==> config.mk <==
export PLATFORM = sky130hd
export DESIGN_NAME = mem_pattern_master
export DESIGN_NICKNAME = d
export VERILOG_FILES = /design/src/rtl/mem_pkg.sv /design/src/rtl/mem_stall_watchdog.sv /design/src/rtl/mem_pattern_master.sv
export SDC_FILE = /design/constraint.sdc
export NUM_CORES = 1
export LEC_CHECK = 0
export ABC_AREA = 0
export CAP_MARGIN = 20
export CORE_MARGIN = 8
export CORE_UTILIZATION = 57
export CTS_BUF_LIST = sky130_fd_sc_hd__clkbuf_2 sky130_fd_sc_hd__clkbuf_4 sky130_fd_sc_hd__clkbuf_8
export CTS_CLUSTER_DIAMETER = 120
export DETAILED_ROUTE_END_ITERATION = 8
export PLACE_DENSITY_LB_ADDON = 0.2
export SETUP_SLACK_MARGIN = 0.4
export SYNTH_ARGS = -nofsm -noshare
export SYNTH_HDL_FRONTEND = slang
export SYNTH_SLANG_ARGS = --single-unit
==> constraint.sdc <==
create_clock -name clk -period 5.78 [get_ports clk]
set_input_delay 0.867 -clock clk [delete_from_list [all_inputs] [get_ports clk]]
set_output_delay 0.867 -clock clk [all_outputs]
set_load 0.005 [all_outputs]
==> src/rtl/mem_pkg.sv <==
// -----------------------------------------------------------------------------
// mem_pkg
// Shared definitions for the memory pattern master:
//   - state_t     : master FSM states (IDLE, WR, RD, DONE)
//   - WR_OP/RD_OP : encodings of the wr_rd request pin
//   - pat()       : test pattern, seed + address modulo 2^32. Callers truncate
//                   the result to their data width, so any WIDTH <= 32 works.
// -----------------------------------------------------------------------------
package mem_pkg;

  typedef enum logic [1:0] {
    IDLE = 2'd0,
    WR   = 2'd1,
    RD   = 2'd2,
    DONE = 2'd3
  } state_t;

  localparam logic WR_OP = 1'b1;
  localparam logic RD_OP = 1'b0;

  // The low WIDTH bits of the 32-bit sum equal (seed + addr) mod 2^WIDTH.
  function automatic logic [31:0] pat(input logic [31:0] seed, input logic [31:0] addr);
    return seed + addr;
  endfunction

endpackage

==> src/rtl/mem_stall_watchdog.sv <==
// -----------------------------------------------------------------------------
// mem_stall_watchdog
// Counts consecutive stall cycles. The count saturates at TIMEOUT_CYCLES.
// Ports:
//   clk     in  clock, rising edge
//   res     in  synchronous active-low reset
//   en      in  stall this cycle (valid && !ready)
//   clear   in  restart the count (beat completed, or master idle)
//   expired out count has reached TIMEOUT_CYCLES
// -----------------------------------------------------------------------------
module mem_stall_watchdog #(
  parameter int TIMEOUT_CYCLES = 64
) (
  input  logic clk,
  input  logic res,
  input  logic en,
  input  logic clear,
  output logic expired
);

  localparam int CW = $clog2(TIMEOUT_CYCLES + 1);

  logic [CW-1:0] r_cnt;

  // Stall counter: clear has priority; saturate at the limit.
  always_ff @(posedge clk) begin
    if (!res) begin
      r_cnt <= '0;
    end else if (clear) begin
      r_cnt <= '0;
    end else if (en && (r_cnt != CW'(TIMEOUT_CYCLES))) begin
      r_cnt <= r_cnt + CW'(1);
    end else begin
      r_cnt <= r_cnt;
    end
  end

  assign expired = (r_cnt == CW'(TIMEOUT_CYCLES));

endmodule

==> src/rtl/mem_pattern_master.sv <==
// -----------------------------------------------------------------------------
// mem_pattern_master
// Self-checking memory initiator. After a start pulse it writes pat(a) to every
// address 0..DEPTH-1, then reads each address back and compares. It reports the
// mismatch count and the first failing address.
//
// Optional build macro: MEM_MASTER_TIMEOUT_EN. When defined, the master aborts
// to DONE (and sets timeout) after TIMEOUT_CYCLES stalled cycles. When not
// defined, the master waits on ready indefinitely and timeout stays 0.
//
// Ports:
//   clk, res           clock and synchronous active-low reset
//   start, seed        start request (sampled in IDLE) and pattern seed
//   wr_rd, addr, wdata request: direction (1 = write), address, write data
//   valid / ready      handshake; a beat completes when both are high
//   rdata              read data, sampled on a read beat
//   busy, done         busy in every state except IDLE; done is a 1-cycle end pulse
//   err_cnt            number of read mismatches
//   first_err_addr     address of the first mismatch
//   timeout            sticky flag: the last test aborted on a stall
// -----------------------------------------------------------------------------
module mem_pattern_master
  import mem_pkg::*;
#(
  parameter int WIDTH          = 8,
  parameter int DEPTH          = 16,
  parameter int ADDR_WIDTH     = 4,
  parameter int TIMEOUT_CYCLES = 64
) (
  input  logic                  clk,
  input  logic                  res,
  input  logic                  start,
  input  logic [WIDTH-1:0]      seed,
  output logic                  wr_rd,
  output logic [ADDR_WIDTH-1:0] addr,
  output logic [WIDTH-1:0]      wdata,
  input  logic [WIDTH-1:0]      rdata,
  output logic                  valid,
  input  logic                  ready,
  output logic                  busy,
  output logic                  done,
  output logic [ADDR_WIDTH:0]   err_cnt,
  output logic [ADDR_WIDTH-1:0] first_err_addr,
  output logic                  timeout
);

  state_t                r_state;
  logic [WIDTH-1:0]      r_seed_q;
  logic                  r_wr_rd;
  logic [ADDR_WIDTH-1:0] r_addr;
  logic [WIDTH-1:0]      r_wdata;
  logic                  r_valid;
  logic                  r_busy;
  logic                  r_done;
  logic [ADDR_WIDTH:0]   r_err_cnt;
  logic [ADDR_WIDTH-1:0] r_first_err_addr;
  logic                  r_timeout;

  logic                  w_beat;
  logic                  w_last;
  logic [ADDR_WIDTH-1:0] w_addr_inc;
  logic [WIDTH-1:0]      w_rd_exp;
  logic [WIDTH-1:0]      w_wdata_next;
  logic                  w_expired;

  assign w_beat       = r_valid && ready;
  assign w_last       = (r_addr == ADDR_WIDTH'(DEPTH - 1));
  assign w_addr_inc   = r_addr + ADDR_WIDTH'(1);
  assign w_rd_exp     = WIDTH'(pat(32'(r_seed_q), 32'(r_addr)));
  assign w_wdata_next = WIDTH'(pat(32'(r_seed_q), 32'(w_addr_inc)));

`ifdef MEM_MASTER_TIMEOUT_EN
  logic w_stall;
  logic w_wd_clear;

  assign w_stall    = r_valid && !ready;
  // The count also restarts while idle, so a previous abort cannot leak
  // into the next test.
  assign w_wd_clear = w_beat || !r_busy;

  mem_stall_watchdog #(
    .TIMEOUT_CYCLES (TIMEOUT_CYCLES)
  ) u_watchdog (
    .clk     (clk),
    .res     (res),
    .en      (w_stall),
    .clear   (w_wd_clear),
    .expired (w_expired)
  );
`else
  // Never expires. The comparison is constant 0 for any legal limit.
  assign w_expired = (TIMEOUT_CYCLES < 0);
`endif

  // Master FSM and all registered outputs.
  always_ff @(posedge clk) begin
    if (!res) begin
      r_state          <= IDLE;
      r_seed_q         <= '0;
      r_wr_rd          <= 1'b0;
      r_addr           <= '0;
      r_wdata          <= '0;
      r_valid          <= 1'b0;
      r_busy           <= 1'b0;
      r_done           <= 1'b0;
      r_err_cnt        <= '0;
      r_first_err_addr <= '0;
      r_timeout        <= 1'b0;
    end else begin
      r_done <= 1'b0;
      case (r_state)
        IDLE: begin
          if (start) begin
            r_state          <= WR;
            r_seed_q         <= seed;
            r_err_cnt        <= '0;
            r_first_err_addr <= '0;
            r_timeout        <= 1'b0;
            r_valid          <= 1'b1;
            r_busy           <= 1'b1;
            r_wr_rd          <= WR_OP;
            r_addr           <= '0;
            r_wdata          <= WIDTH'(pat(32'(seed), 32'd0));
          end else begin
            r_state <= IDLE;
          end
        end
        WR: begin
          if (w_beat) begin
            if (w_last) begin
              r_state <= RD;
              r_wr_rd <= RD_OP;
              r_addr  <= '0;
              r_wdata <= '0;
            end else begin
              r_addr  <= w_addr_inc;
              r_wdata <= w_wdata_next;
            end
          end else if (w_expired) begin
            r_state   <= DONE;
            r_valid   <= 1'b0;
            r_done    <= 1'b1;
            r_timeout <= 1'b1;
          end else begin
            r_state <= WR;
          end
        end
        RD: begin
          if (w_beat) begin
            if (rdata != w_rd_exp) begin
              r_err_cnt <= r_err_cnt + (ADDR_WIDTH + 1)'(1);
              if (r_err_cnt == '0) begin
                r_first_err_addr <= r_addr;
              end else begin
                r_first_err_addr <= r_first_err_addr;
              end
            end else begin
              r_err_cnt <= r_err_cnt;
            end
            if (w_last) begin
              r_state <= DONE;
              r_valid <= 1'b0;
              r_done  <= 1'b1;
              r_addr  <= '0;
            end else begin
              r_addr <= w_addr_inc;
            end
          end else if (w_expired) begin
            r_state   <= DONE;
            r_valid   <= 1'b0;
            r_done    <= 1'b1;
            r_timeout <= 1'b1;
          end else begin
            r_state <= RD;
          end
        end
        DONE: begin
          r_state <= IDLE;
          r_busy  <= 1'b0;
        end
        default: begin
          r_state <= IDLE;
          r_valid <= 1'b0;
          r_busy  <= 1'b0;
        end
      endcase
    end
  end

  assign wr_rd          = r_wr_rd;
  assign addr           = r_addr;
  assign wdata          = r_wdata;
  assign valid          = r_valid;
  assign busy           = r_busy;
  assign done           = r_done;
  assign err_cnt        = r_err_cnt;
  assign first_err_addr = r_first_err_addr;
  assign timeout        = r_timeout;

endmodule
==> impl_metrics.csv, run 1 <==
group,metric,value,unit
status,run_status,"complete, no violations",
yosys,ys_ff_latch,35,
final_layout,nets,337,
detailed_routing,finalWirelength,5230,um
critical_path,slowest_stage,"clkdlybuf4s50_1",
critical_path,worstPathRequired,6.00,ns
clock_tree,post_cts_buffers,0,
final_layout,final_area,2760,um2
sta,slew_headroom,43.0,%
sta,setup_viol,0,
sta,finClkSkew,0.00497,ns
final_layout,drive_gt1_share,4.32,%
critical_path,cp.arrival,3.05,ns
sta,setup_tns,0,ns
flow_run,cap_violations,0,
yosys,synth_edf_count,0,
yosys,synthArstFlopShare,0,%
placed_design,place.gp.congestion,0.836,
floorplanning,die_w,78.1,um
sta,rsz0062_at_grt,"no",
detailed_routing,ant_nets,0,
clock_tree,cts_htree_levels,2,
critical_path,cp-end-kind,"register",
power,power_density,214,nW/um2
sta,finalCriticalPeriod,2.82,ns
power,cellLeakagePower,0.00104,uW
floorplanning,dieArea,6100,um2
floorplanning,io_pins,46,
floorplanning,rows,22,
placed_design,pre_cts_ws,2.68,ns
critical_path,critPathKind,"input pin to register",
clock_tree,holdBufCountCts,0,
clock_tree,clk_pin_slew,0.07,ns
yosys,synthFlopType,"dfxtp_1",
yosys,postSynthAreaPerCell,8.46,um2
power,total_power,590,uW
floorplanning,dieHeight,78.1,um
detailed_routing,avgRoutedWirePerCell,15.0,um
clock_tree,cts_resized,0,
placed_design,place_area,2650,um2
floorplanning,coreArea,3690,um2
yosys,synthCells,260,
yosys,synth_area_leader_cell,"dfxtp_1",
min_path,hold_class,"register to register",
clock_tree,clock_path_buffers,2,
sta,timing.hold.ws,0.461,ns
clock_tree,cts.sinks,35,
power,peakVddDrop,191,uV
yosys,synth_warnings,0,
yosys,synth.area.top_cells,"dfxtp_1 32%, ha_1 8.5%, nand2_1 7.2%, nor2b_1 4.8%, xnor2_1 4.8%",
clock_tree,numCtsBuffers,5,
grt,antenna_found_initial,0,
final_layout,synthToLayoutAreaGrowth,25.3,%
clock_tree,clock_latency,0.29,ns
yosys,synth_top_area_share,31.9,%
grt,grt_max_degree,30,
clock_tree,cts-root-buf,"clkbuf_8",
sta,tightest_slew,0.852,ns
floorplanning,initial_core_util,59.6,%
critical_path,path_buf_inv,1,
placed_design,port_buffers,44,
final_layout,final_cell_mix,"44 x clkdlybuf4s50_1, 42 x nand2_1, 35 x dfxtp_1",
critical_path,critPathMaxStageDelay,0.65,ns
grt,track_usage,17.5,%
critical_path,worst_setup_path_start_kind,"input pin",
yosys,synth_area,2200,um2
sta,finalHoldViolations,0,
detailed_routing,drt_drc_violations_left,0,
final_layout,diodes,0,
final_layout,layout_commonest_cell,"clkdlybuf4s50_1",
critical_path,path_cells,"clkdlybuf4s50_1, nand2_1, nand2_1, o211ai_1, nor2_1, a222oi_1, nor2b_1",
detailed_routing,via_per_inst,5.75,
grt,grt_remaining_overflow,0,
placed_design,hpwlAfterDp,4000,um
grt,grt_pass1_vias,1961,
grt,grt_pass1_wl,8920,um
detailed_routing,dr.pass1.iters,4,
critical_path,path_delay_family,"simple AND/OR/NAND/NOR gates",
critical_path,cpMostUsedCell,"nand2_1",
yosys,synth_cell_types,48,
detailed_routing,vias,2007,
critical_path,cp_max_fo,11,
sta,min_period_over_period,48.8,%
clock_tree,cts_tree,"yes",
detailed_routing,drt-initial-drc-count,102,
yosys,syn_nets,297,
yosys,ys_seq_area_share,31.9,%
sta,report.final.slew_viol_count,0,
sta,timing.fmax,0.354,GHz
sta,fin_ws,2.96,ns
[state kept, by name, indices dropped and copies added (netlist names), named ones only]
signal and flops:
addr 4, busy 1, done 1, err_cnt 5
first_err_addr 4, r_seed_q 8, r_state 1, valid 1
wdata 8, wr_rd 1
[synthesized netlist by cell type (5+ instances only)]
| master | instances |
|---|---|
| xnor2_1 | 12 |
| a222oi_1 | 7 |
| a21boi_0 | 10 |
| nand2b_1 | 5 |
| nor2b_1 | 17 |
| inv_1 | 13 |
| ha_1 | 15 |
| clkbuf_1 | 7 |
| nor2_1 | 7 |
| a21oi_1 | 10 |
| dfxtp_1 | 35 |
| o21ai_0 | 11 |
| mux2i_1 | 8 |
| nand2_1 | 42 |
[metal layers]
layer / GRT usage, % / part of all wire (%)
met2: 29.3 / 49
met3: 5.58 / 6.0
met1: 20.5 / 43
met5: 0 / 0
met4: 5.93 / 1.9
[metrics by stage]
stage	util [%]	cells
2_1_floorplan	-	260
3_3_place_gp	71.9	341
3_5_place_dp	71.9	341
4_1_cts	74.7	349
5_1_grt	74.7	349
6_report	74.7	349
[kinds of logic (layout without fill, tap and decap cells)]
| kind of cell | after synthesis | count (layout) | share of synthesized area [%] |
|---|---|---|---|
| other | 1 | 1 | 0.170 |
| muxes | 8 | 8 | 3.64 |
| xor gates and xnor gates | 16 | 16 | 6.37 |
| buffers and inverters | 24 | 65 | 4.44 |
| and+or+nand+nor | 97 | 97 | 22.5 |
| AOI/OAI and AO/OA | 62 | 62 | 20.7 |
| DFF | 35 | 35 | 31.9 |
| adders and majority gates | 17 | 17 | 10.4 |
[report_power, final]
group | internal (uW) | switching [uW]
clock | 113 | 84.8
combinational | 61.6 | 62.1
sequential | 254 | 14.1
total | 429 | 161
[worst reg2reg max path, stage by stage (launching register included)]
cell and delay [ns]:
dfxtp_1 0.49, ha_1 0.26, fa_1 0.44, xor2_1 0.18, or4_4 0.56, nor4_2 0.32, o311ai_0 0.19, o41ai_1 0.11
[area by class of cell]
class	count	area, um2
Clock buffer	8	104
Fill cell	296	933
Inverter	13	48.8
Multi-Input combinational cell	201	1400
Sequential cell	35	701
Tap cell	48	60.1
Timing Repair Buffer	44	440
[path summary, 6_finish.rpt]
check | start | end | slack, ns | depth (start not counted)
worst max-delay path | ready | wdata[5]$_SDFFE_PN0P_ | 2.96 | 7
worst min-delay path | first_err_addr[1]$_SDFFE_PN0P_ | first_err_addr[1]$_SDFFE_PN0P_ | 0.46 | 2
worst max register to register | addr[0]$_SDFFE_PN0P_ | err_cnt[2]$_SDFFE_PN0P_ | 3.13 | 7
worst min register to register | first_err_addr[1]$_SDFFE_PN0P_ | first_err_addr[1]$_SDFFE_PN0P_ | 0.46 | 2
No activity file was read; power rests on OpenSTA's default activity.
==> run 2, diff against run 1 <==
- CORE_UTILIZATION: 57 -> 48
- clock period: 5.78 -> 2.3 ns (I/O delays scaled with it)
==> run 2 against run 1 <==
Effect of this change: the run now ends with setup timing left; die area up 15%; power rose to 2.7 times the previous value; via count up 9.5%; count of clock-buffer cells in the layout unchanged.
==> impl_metrics.csv, run 2 (synthesized netlist as in run 1, its figures left out) <==
group,metric,value,unit
power,combPwrFrac,25.6,%
floorplanning,coreArea,4380,um2
sta,setup_viol,11,
placed_design,place_area,2910,um2
clock_tree,cts.sinks,35,
status,violations,"setup timing",
critical_path,worst_setup_path_start_kind,"register",
power,peakVddDrop,313,uV
grt,grt_remaining_overflow,0,
clock_tree,holdBufCountCts,0,
power,switching_share,28.2,%
detailed_routing,ant_nets,0,
grt,grt_pass1_wl,9960,um
placed_design,place.gp.congestion,0.858,
sta,rsz0062_at_grt,"yes",
critical_path,critPathLaunch,"addr[1]$_SDFFE_PN0P_",
final_layout,drive_gt1_share,24.7,%
detailed_routing,finalWirelength,6240,um
detailed_routing,drt_drc_violations_left,0,
grt,grt_max_degree,16,
critical_path,cp_max_fo,4,
sta,timing.fmax,0.402,GHz
clock_tree,cts_tree,"yes",
detailed_routing,avgRoutedWirePerCell,15.9,um
final_layout,nets,376,
floorplanning,dieArea,7000,um2
placed_design,pre_cts_ws,-0.120,ns
final_layout,fillers,327,
final_layout,diodes,0,
grt,antenna_found_initial,0,
critical_path,cp.arrival,2.66,ns
min_path,worstHoldStart,"first_err_addr[0]$_SDFFE_PN0P_",
grt,track_usage,16.6,%
floorplanning,initial_core_util,50.2,%
critical_path,critPathMaxStageDelay,0.57,ns
placed_design,port_buffers,44,
clock_tree,cts-root-buf,"clkbuf_8",
power,switchingPower,447,uW
grt,grt_pass1_vias,2185,
floorplanning,dieHeight,83.7,um
final_layout,synthToLayoutAreaGrowth,48.5,%
floorplanning,die_w,83.7,um
critical_path,path_cells,"ha_1, a21o_1, a21oi_2, xnor2_1, or4_4, o311ai_4, buf_6, nor2_4, mux2i_1",
clock_tree,clock_latency,0.29,ns
critical_path,worstPathRequired,2.48,ns
floorplanning,rows,24,
min_path,hold_class,"register to register",
power,power_density,486,nW/um2
sta,fin_ws,-0.186,ns
final_layout,final_area,3270,um2
critical_path,cp-end-kind,"register",
critical_path,path_buf_inv,1,
flow_run,cap_violations,0,
power,pwr-share-seq,42.1,%
sta,min_period_over_period,108,%
critical_path,slowest_stage,"or4_4",
clock_tree,cts_htree_levels,2,
final_layout,final_cell_mix,"44 x clkdlybuf4s50_1, 42 x nand2_1, 35 x buf_4",
detailed_routing,vias,2198,
final_layout,layout_commonest_cell,"clkdlybuf4s50_1",
critical_path,critPathKind,"register to register",
detailed_routing,drt-initial-drc-count,173,
sta,finalCriticalPeriod,2.49,ns
power,power_frac_clock,32.3,%
critical_path,ff2ff_setup_slack,-0.19,ns
status,run_status,"complete, but fails checks",
clock_tree,numCtsBuffers,5,
detailed_routing,dr.pass1.iters,4,
detailed_routing,via_per_inst,5.61,
critical_path,reg2reg_from,"addr[1]$_SDFFE_PN0P_",
final_layout,finish.utilization,74.5,%
sta,finClkSkew,0.00357,ns
sta,report.final.slew_viol_count,0,
power,cellLeakagePower,0.00124,uW
critical_path,path_delay_family,"compound AO/OA/AOI/OAI gates",
clock_tree,clock_path_buffers,2,
placed_design,hpwlAfterDp,4480,um
sta,finalHoldViolations,0,
power,total_power,1590,uW
clock_tree,clk_pin_slew,0.07,ns
floorplanning,io_pins,46,
power,p_int,1140,uW
==> run 2: changes by cell type in the layout (fill, tap and decap cells not counted), sizes merged <==
cell / previous run / this run
buf: 0 / 39
==> run 2: power by group through the flow <==
stage                     clock network (uW)  logic [uW]  registers, uW
after floorplan                            0         197            677
after global placement                     0         358            680
after detailed placement                   0         361            681
after CTS                                517         374            667
after global routing                     550         442            672
final                                    512         407            668
==> run 2: final timing paths <==
kind                                    endpoint  cells past startpoint
hold / removal    first_err_addr[0]$_SDFFE_PN0P_                      2
hold reg to reg   first_err_addr[0]$_SDFFE_PN0P_                      2
setup reg to reg  first_err_addr[0]$_SDFFE_PN0P_                      9
setup / recovery  first_err_addr[0]$_SDFFE_PN0P_                      9
==> run 2: per-layer routing <==
| metal | GRT usage, % | up-vias | part of all wire (%) |
|---|---|---|---|
| met3 | 4.59 | 13 | 6.6 |
| met1 | 18.8 | 1040 | 42 |
| met2 | 29.5 | 76 | 49 |
| met5 | 0 | - | 0 |
| met4 | 4.71 | 0 | 2.1 |
| li1 | - | 1069 | - |
==> run 2: repair_timing <==
action	in CTS	in global routing
endpoints found under the hold margin	0	0
endpoints found under the setup margin	17	21
gates resized for setup	10	26
setup buffers	3	7
pin swaps	16	22
==> run 2: metrics by stage <==
stage	hold slack, ns	std cells	setup TNS [ns]
after global routing	0.486	392	-2.42
after detailed placement	0.454	374	-0.731
after global placement	0.449	374	-0.497
after CTS	0.469	385	-0.462
after floorplan	0.451	260	-0.0842
final	0.467	392	-1.37
==> run 2: worst register-to-register path, delay by kind of cell (launching register included) <==
| family | cells | cell delay, ns |
|---|---|---|
| mux | 1 | 0.12 |
| xor+xnor | 1 | 0.10 |
| compound gates | 3 | 0.69 |
| simple gates | 2 | 0.62 |
| flops | 1 | 0.36 |
| fa+ha+maj | 1 | 0.33 |
| buf+inv | 1 | 0.15 |
==> run 2: layout make-up <==
cell class                      instances  area [um2]  area share (%)
Clock buffer                            8         104            3.18
Inverter                               13        48.8            1.49
Multi-Input combinational cell        201        1590            48.7
Sequential cell                        35         711            21.8
Tap cell                               52        65.1            1.99
Timing Repair Buffer                   83         748            22.9
==> run 3, diff against run 2 <==
- SKIP_CTS_REPAIR_TIMING: not set -> 1
==> run 3 against run 2 <==
Effect of this change: core utilization decreased by 1.7 points; highest routed layer unchanged; cell count down 1.3%; critical path depth down 1; the run still ends with setup timing left.
==> impl_metrics.csv, run 3 (synthesized netlist as in run 1, its figures left out) <==
group,metric,value,unit
final_layout,layout_commonest_cell,"clkdlybuf4s50_1",
clock_tree,clock_path_buffers,2,
clock_tree,clk_pin_slew,0.07,ns
sta,rsz0062_at_grt,"yes",
grt,grt_pass1_vias,2166,
clock_tree,cts_tree,"yes",
status,violations,"setup timing",
detailed_routing,finalWirelength,5880,um
power,p_int,1130,uW
placed_design,hpwlAfterDp,4480,um
clock_tree,cts-root-buf,"clkbuf_8",
placed_design,place.gp.congestion,0.858,
sta,min_period_over_period,103,%
clock_tree,cts.sinks,35,
detailed_routing,drt_drc_violations_left,0,
grt,track_usage,16.4,%
power,cellLeakagePower,0.00121,uW
power,switching_share,27.9,%
placed_design,port_buffers,44,
power,power_frac_clock,32.6,%
critical_path,cp.arrival,2.55,ns
final_layout,fillers,346,
placed_design,dp_cells,374,
power,combPwrFrac,24.8,%
critical_path,worstPathRequired,2.47,ns
sta,timing.fmax,0.420,GHz
final_layout,final_area,3190,um2
final_layout,diodes,0,
critical_path,cp-end-kind,"register",
final_layout,drive_gt1_share,23.3,%
detailed_routing,vias,2131,
floorplanning,initial_core_util,50.2,%
detailed_routing,ant_nets,0,
detailed_routing,dr.pass1.iters,5,
floorplanning,die_w,83.7,um
power,peakVddDrop,306,uV
grt,antenna_found_initial,0,
grt,grt_remaining_overflow,0,
sta,report.final.slew_viol_count,0,
final_layout,final_cell_mix,"44 x clkdlybuf4s50_1, 42 x nand2_1, 32 x buf_4",
flow_run,cap_violations,0,
placed_design,place_area,2910,um2
sta,setup_tns,-0.458,ns
sta,finalHoldViolations,0,
floorplanning,rows,24,
min_path,hold_class,"register to register",
power,pwr-share-seq,42.6,%
detailed_routing,via_per_inst,5.51,
detailed_routing,avgRoutedWirePerCell,15.2,um
clock_tree,numCtsBuffers,5,
clock_tree,clock_latency,0.29,ns
sta,fin_ws,-0.0782,ns
floorplanning,dieHeight,83.7,um
power,power_density,490,nW/um2
sta,finClkSkew,0.00497,ns
sta,setup_viol,6,
floorplanning,dieArea,7000,um2
detailed_routing,drt-initial-drc-count,149,
power,switchingPower,437,uW
clock_tree,cts_htree_levels,2,
final_layout,nets,371,
critical_path,critPathKind,"register to register",
grt,grt_pass1_wl,9860,um
grt,grt_max_degree,16,
final_layout,synthToLayoutAreaGrowth,45.2,%
critical_path,worst_setup_path_start_kind,"register",
floorplanning,coreArea,4380,um2
critical_path,cp_max_fo,4,
floorplanning,io_pins,46,
sta,finalCriticalPeriod,2.38,ns
status,run_status,"complete, but fails checks",
final_layout,instances_no_fill,387,
-- run 3: power groups by stage --
stage | combinational, uW | clock [uW] | sequential (uW)
after floorplan | 197 | 0 | 677
after global placement | 358 | 0 | 680
after detailed placement | 361 | 0 | 681
after CTS | 364 | 517 | 667
after global routing | 425 | 543 | 672
final | 388 | 511 | 668
-- run 3: path summary, 6_finish.rpt --
path	from	end	slack [ns]	cells past startpoint
hold reg to reg	first_err_addr[0]$_SDFFE_PN0P_	first_err_addr[0]$_SDFFE_PN0P_	0.47	2
setup / recovery	addr[0]$_SDFFE_PN0P_	first_err_addr[0]$_SDFFE_PN0P_	-0.08	8
hold / removal	first_err_addr[0]$_SDFFE_PN0P_	first_err_addr[0]$_SDFFE_PN0P_	0.47	2
setup reg to reg	addr[0]$_SDFFE_PN0P_	first_err_addr[0]$_SDFFE_PN0P_	-0.08	8
-- run 3: metal layers --
layer	wire length (um)	vias to the layer above	GRT usage (%)
li1	-	1059	-
met1	2600	1013	19.1
met2	2920	53	28.4
met3	312	6	4.30
met4	52	0	5.18
met5	0	-	0
-- run 3: worst max-delay path, stage by stage (launching register included) --
cell and delay, ns:
dfxtp_4 0.35, ha_4 0.16, fa_2 0.54, xor2_1 0.06, or4_4 0.52, o311ai_4 0.32, buf_6 0.15, nor2_4 0.05
mux2i_1 0.12
-- run 3: stage by stage --
step | power, uW | worst slack, ns | utilization, % | hold WS (ns)
global placement | 1040 | -0.0810 | 66.4 | 0.449
detailed placement | 1040 | -0.120 | 66.4 | 0.454
floorplan | 875 | -0.0208 | - | 0.451
global route | 1640 | -0.151 | 72.9 | 0.486
CTS | 1550 | -0.119 | 68.8 | 0.469
finish | 1570 | -0.0782 | 72.9 | 0.466
-- run 3: layout make-up --
class	instances	area, um2	area share (%)
tap	52	65.1	2.04
inverter	13	48.8	1.53
sequential	35	711	22.2
clock buffer	8	104	3.25
timing repair buffer	78	703	22.0
multi-input combinational	201	1560	48.9
